[src/rtl/alu_seq.sv]
// alu_seq: command/result sequencer placed in front of the 8-bit ALU.
// It registers an operation, drives the ALU with oe_out for a fixed settle
// window, captures the 16-bit result and hands it out over a valid/ready
// interface. A local accumulator lets a result feed the next operand A.
module alu_seq #(
    parameter int SETTLE_CYCLES = 1,
    parameter int CNT_W         = 16
) (
    input  logic             clk,
    input  logic             rst,
    input  logic             cmd_valid_in,
    output logic             cmd_ready_out,
    input  logic [3:0]       command_in,
    input  logic [7:0]       a_in,
    input  logic [7:0]       b_in,
    input  logic             use_acc_in,
    input  logic             acc_clear_in,
    output logic             oe_out,
    output logic [3:0]       alu_cmd_out,
    output logic [7:0]       alu_a_out,
    output logic [7:0]       alu_b_out,
    input  logic [15:0]      alu_d_in,
    output logic             res_valid_out,
    input  logic             res_ready_in,
    output logic [15:0]      res_out,
    output logic             zero_out,
    output logic             ovf_out,
    output logic             acc_valid_out,
    output logic             busy_out,
    output logic [CNT_W-1:0] op_count_out
);

    // A settle window of zero would never capture anything, so it is treated as one.
    localparam int SETTLE_EFF = (SETTLE_CYCLES < 1) ? 1 : SETTLE_CYCLES;
    localparam int SETTLE_W   = $clog2(SETTLE_EFF + 1);

    typedef enum logic [1:0] {
        IDLE   = 2'd0,
        DRIVE  = 2'd1,
        RESULT = 2'd2
    } state_t;

    state_t              state;
    state_t              next_state;
    logic [SETTLE_W-1:0] settle_cnt;
    logic [7:0]          acc;
    logic                acc_valid;
    logic [CNT_W-1:0]    op_count;
    logic                accept;
    logic                capture;

    assign accept  = (state == IDLE) && cmd_valid_in;
    assign capture = (state == DRIVE) && (settle_cnt == SETTLE_W'(1));

    // State register; reset abandons any operation in flight.
    always_ff @(posedge clk or posedge rst) begin
        if (rst) state <= IDLE;
        else     state <= next_state;
    end

    // Next-state logic and the handshake/enable outputs decoded from state.
    always_comb begin
        next_state    = state;
        cmd_ready_out = 1'b0;
        oe_out        = 1'b0;
        res_valid_out = 1'b0;
        case (state)
            IDLE: begin
                cmd_ready_out = 1'b1;
                if (cmd_valid_in) next_state = DRIVE;
            end
            DRIVE: begin
                oe_out = 1'b1;
                if (settle_cnt == SETTLE_W'(1)) next_state = RESULT;
            end
            RESULT: begin
                res_valid_out = 1'b1;
                if (res_ready_in) next_state = IDLE;
            end
            default: next_state = IDLE;
        endcase
    end

    // Settle counter: loaded on accept, counts down while the ALU is driven.
    always_ff @(posedge clk or posedge rst) begin
        if (rst) begin
            settle_cnt <= '0;
        end else if (accept) begin
            settle_cnt <= SETTLE_W'(SETTLE_EFF);
        end else if ((state == DRIVE) && (settle_cnt != '0)) begin
            settle_cnt <= settle_cnt - 1'b1;
        end
    end

    // ALU-facing operand registers; they keep their values outside DRIVE so only oe_out moves.
    always_ff @(posedge clk or posedge rst) begin
        if (rst) begin
            alu_cmd_out <= '0;
            alu_a_out   <= '0;
            alu_b_out   <= '0;
        end else if (accept) begin
            alu_cmd_out <= command_in;
            alu_b_out   <= b_in;
            alu_a_out   <= (use_acc_in && acc_valid && !acc_clear_in) ? acc : a_in;
        end
    end

    // Result register, loaded only in the last settle cycle when the bus is known-good.
    always_ff @(posedge clk or posedge rst) begin
        if (rst)          res_out <= '0;
        else if (capture) res_out <= alu_d_in;
    end

    // Accumulator; only its low byte can ever feed operand A, so only that is kept.
    always_ff @(posedge clk or posedge rst) begin
        if (rst) begin
            acc       <= '0;
            acc_valid <= 1'b0;
        end else if (capture) begin
            acc       <= alu_d_in[7:0];
            acc_valid <= !acc_clear_in;
        end else if (acc_clear_in) begin
            acc_valid <= 1'b0;
        end
    end

    // Completed-operation counter, free-running and wrapping.
    always_ff @(posedge clk or posedge rst) begin
        if (rst)          op_count <= '0;
        else if (capture) op_count <= op_count + 1'b1;
    end

    assign zero_out      = res_valid_out && (res_out == 16'h0000);
    assign ovf_out       = res_valid_out && (res_out[15:8] != 8'h00);
    assign acc_valid_out = acc_valid;
    assign busy_out      = (state != IDLE);
    assign op_count_out  = op_count;

endmodule
[config.mk]
export PLATFORM = sky130hd
export DESIGN_NAME = alu_seq
export DESIGN_NICKNAME = d
export VERILOG_FILES = /design/src/rtl/alu_seq.sv
export SDC_FILE = /design/constraint.sdc
export NUM_CORES = 1
export LEC_CHECK = 0
export ABC_AREA = 1
export BUFFER_PORTS_ARGS = -buffer_cell sky130_fd_sc_hd__buf_2
export CORE_UTILIZATION = 43
export CTS_CLUSTER_DIAMETER = 50
export CTS_CLUSTER_SIZE = 14
export DETAILED_ROUTE_END_ITERATION = 10
export PLACE_DENSITY = 0.75
export SLEW_MARGIN = 20
export SYNTH_ARGS = -nofsm -noshare
export SYNTH_HDL_FRONTEND = slang
export SYNTH_SLANG_ARGS = --single-unit
[constraint.sdc]
create_clock -name clk -period 2.2 [get_ports clk]
set_clock_uncertainty 0.1 [all_clocks]
set_input_delay 0.66 -clock clk [delete_from_list [all_inputs] [get_ports clk]]
set_output_delay 0.66 -clock clk [all_outputs]
set_load 0.05 [all_outputs]
## Word level (Yosys, flattened, before mapping)

Index checks and enable logic that the tools add are counted.

| word-level totals | value |
|---|---|
| logic and storage cells | 42 |
| output and inout bits | 59 |
| register bits | 64 |
| input bits | 42 |

| cells by class | value |
|---|---|
| $add $sub $neg | 2 |
| reductions and logical operators | 14 |
| equal/unequal tests | 5 |
| multiplexer cells | 12 |

Operator list:

| cell | number |
|---|---|
| $add 16x1->16 const B | 1 |
| $logic_not 16->1 | 1 |
| $mux 8 | 1 |
| $reduce_bool 8->1 | 1 |
| $mux 1 | 7 |
| $logic_and 1x1->1 | 6 |
| $mux 2 | 3 |
| $ne 2x2->1 const B | 3 |
| $pmux 2 s3 | 1 |
| $reduce_bool 2->1 | 3 |
| $reduce_and 3->1 | 1 |
| $eq 2x1->1 const B | 1 |
| $eq 2x2->1 const B | 1 |
| $logic_not 2->1 | 1 |
| $logic_not 1->1 | 1 |
| $sub 1x1->1 const B | 1 |

## Depth between registers and ports, before layout

| depth | value |
|---|---|
| depth in word-level cells | 4 |
| mapped depth | 8 |
| mapped depth without buffers | 8 |

## Least setup slack after synthesis

OpenSTA, ideal clock, no wires.

| timing path | value |
|---|---|
| path kind | register to output |
| start | reg state[0] |
| end | out ovf_out |
| arrival | 1.951 ns |
| slack | -0.511 ns |
| required time | 1.440 ns |
| path buffers | 0 |
| stages on the path, launching flop included | 4 |
| path through | dfrtp_1 > nor2_1 > inv_1 > nor2_1 |

| on the way | value |
|---|---|
| cells in the longest elaborated chain, start to end | 3 |

RTL lines:

| item | line | text |
|---|---|---|
| from (decl) | 43 | `state_t state;` |
| from (signal assigned) | 58 | `else state <= next_state;` |
| $eq 2x2->1 | 67 | `case (state)` |
| $mux 1 | 67 |  |
| net res_valid_out | 23 | `output logic res_valid_out,` |
| $logic_and 1x1->1 | 134 | `assign ovf_out = res_valid_out && (res_out[15:8] != 8'h00);` |
| to (decl) | 27 | `output logic ovf_out,` |

The timed path passes the listed nets, and every way through them passes these cells.

## Worst setup path after layout

| timing path | value |
|---|---|
| start | reg res_out[15] |
| end | out zero_out |

| on the way | value |
|---|---|
| cells in the longest elaborated chain, start to end | 2 |

RTL lines:

| item | line | text |
|---|---|---|
| from (decl) | 25 | `output logic [15:0] res_out,` |
| from (signal assigned) | 111 | `else if (capture) res_out <= alu_d_in;` |
| $logic_not 16->1 | 133 | `assign zero_out = res_valid_out && (res_out == 16'h0000);` |
| $logic_and 1x1->1 | 133 |  |
| to (decl) | 26 | `output logic zero_out,` |

Every way passes these cells.

==> results.ini <==
[floorplanning]
fp.dieH_um = 78.08
die_x_um = 78.08
ioPinCount = 101
fp.dieArea_sq_um = 6096
core_area_sq_um = 5540
num_rows = 27
start_util_pct = 44.92

[sta]
finalSetupViolations = 0
drv_slew = 0
hold_slack_ns = 0.2495
fin_crit_sh_pct = 98.92
min_period_ns = 2.176
tns_ns = 0
worst_pin_slew_ns = 0.4435
hold_viol = 0
fmax_ghz = 0.4595
slew_headroom_pct = 70.39
rsz0062_at_grt = yes

[cells_and_area]
antenna_cells = 0
layout_common_cells = buf_2 (99), nand2_1 (75), dfrtp_1 (55)
utilization_pct = 58.63
fillers = 520
layout_commonest_cell = buf_2
drive_gt1_share_pct = 39.95
areaGrowthSynthToFinish_pct = 30.52
fin_nets = 415
final_area_sq_um = 3248

[pwr]
power.total_mw = 5.209
power_density_nw_per_um2 = 1604
p_leak_nw = 1.744
ir_drop_mv = 1.026

[drt]
avgRoutedWirePerCell_um = 12.15
vias = 2103
drtIter0Drc = 49
drc_errors = 0
first_pass_iters = 4
routed_wl_um = 5405
vias_per_cell = 4.726
detail-route-antenna-nets = 0

[placement]
place.gp.congestion = 0.8458
place_area_sq_um = 3082
io_buffers = 100
dp_hpwl_um = 4014

[clock_network]
clock_sinks = 56
cts_made_buffers = 5
cts_tree = built
clk_latency_ns = 0.30
h-tree-depth = 2
cts-root-buf = clkbuf_8
cts_buffer_depth = 2
cts.clk_slew.worst_paths_ns = 0.10

[setup_path]
path_delay_family = simple AND/OR/NAND/NOR gates
critPathRequiredTime_ns = 1.44
reg2reg_depth = 5
critPathBufInv = 1
worstPathCellList = nor2_2 -> nand3_2 -> nor2_4 -> and3_4 -> buf_8
crit_arrival_ns = 1.42
r2r_slack_ns = 0.41
end_kind = output port
crit_type = reg2out
crit_cells = 5
crit_fanout = 2
cpPeakStageDelay_ns = 0.40
startpoint_type = flop
crit_slowest_cell = dfrtp_1

[synth]
syn_area_per_cell_sq_um = 9.462
dominantRegCellSynth = dfrtp_1
synth-edff-count = 0
syn_nets = 306
syn_area_sq_um = 2489
ys_seq_area_share_pct = 56.31
synth_cell_type_count = 28
async_reset_ff_share_pct = 100.0
ys_seq_elements = 56
netlist_instances = 263
yosys_warnings = 0

[worst_hold_path]
hp-class = in2async

[run]
max-cap-violations = 0

[global_routing]
antenna_found_initial = 0
grt.overflow.total = 0
grt_pass1_vias = 1952
track_usage_pct = 18.47
grt_max_degree = 37
grt_pass1_wl_um = 8825

[status]
status = finished, final reports clean

[kinds of logic (layout without fill, tap and decap cells)]
kind of cell	after synthesis	count (layout)	synth area share, %
compound gates	27	27	5.530
simple gates	126	126	23.08
mux	11	11	4.977
buf+inv	32	142	6.083
fa+ha+maj	1	1	0.5027
xor+xnor	10	10	3.519
flops	56	56	56.31
[layer usage]
| layer | global-route usage, % | wire length, um | vias up |
|---|---|---|---|
| met5 | 0 | 0 | - |
| met4 | 6.296 | 76 | 0 |
| met3 | 4.302 | 343 | 7 |
| met2 | 31.67 | 2593 | 70 |
| met1 | 22.87 | 2392 | 973 |
| li1 | - | - | 1053 |
[state kept, by name, indices dropped and copies added (netlist names)]
name / cells
alu_a_out: 8
op_count_out: 16
acc_valid_out: 1
state: 2
alu_cmd_out: 4
alu_b_out: 8
res_out: 16
settle_cnt: 1
[cell usage after synthesis (2+ instances only)]
cell type / number / area share, %
nand2_1: 75 / 11
dfrtp_1: 56 / 56
nor2_1: 27 / 4.1
inv_1: 24 / 3.6
mux2_2: 11 / 5.0
o21ai_0: 11 / 2.2
o21ai_1: 8 / 1.6
a21oi_1: 7 / 1.4
xnor2_1: 6 / 2.1
nand4_1: 5 / 1.3
buf_4: 4 / 1.2
nand3_1: 4 / 0.80
xor2_1: 4 / 1.4
buf_6: 2 / 0.90
nand3_2: 2 / 0.80
nand3b_1: 2 / 0.60
nor2_4: 2 / 0.90
nor3_1: 2 / 0.40
nor3_2: 2 / 0.80
[final timing paths]
path,start,endpoint
worst max-delay path,res_out[15]$_DFFE_PP0P_,zero_out
worst min-delay path,rst,alu_cmd_out[3]$_DFFE_PP0P_
worst max register to register,state[0]$_DFFE_PP0P_,res_out[4]$_DFFE_PP0P_
worst min register to register,alu_b_out[0]$_DFFE_PP0P_,alu_b_out[0]$_DFFE_PP0P_
max in group asynchronous,rst,state[0]$_DFFE_PP0P_
min in group clk,alu_b_out[0]$_DFFE_PP0P_,alu_b_out[0]$_DFFE_PP0P_
[where the power goes]
| group | switching, mW | leakage, nW | internal (mW) |
|---|---|---|---|
| clock | 0.312 | 0.0445 | 0.256 |
| sequential | 0.307 | 0.693 | 1.43 |
| combinational | 2.18 | 1.01 | 0.718 |
| total | 2.80 | 1.74 | 2.41 |
[area by class of cell]
| cell class | count | area [sq um] | area share, % |
|---|---|---|---|
| Sequential cell | 56 | 1403 | 43.18 |
| Multi-Input combinational cell | 175 | 977.2 | 30.08 |
| Timing Repair Buffer | 109 | 590.6 | 18.18 |
| Inverter | 25 | 93.84 | 2.889 |
| Tap cell | 72 | 90.09 | 2.773 |
| Clock buffer | 7 | 86.33 | 2.658 |
| Clock inverter | 1 | 7.507 | 0.2311 |
[per-stage QoR]
stage | setup WS, ns | instances
after floorplan | 0.02363 | 263
after global placement | 0.2456 | 433
after detailed placement | 0.1916 | 433
after CTS | 0.0003454 | 443
after global routing | -0.04193 | 445
final | 0.02385 | 445
[repair_timing]
item	4_1_cts	5_1_grt
hold buffers	0	0
gates resized for setup	9	4
endpoints found under the setup margin	1	1
buffers inserted	2	2
pin swaps	3	2
Note: power is estimated with default switching activity, not from simulation.
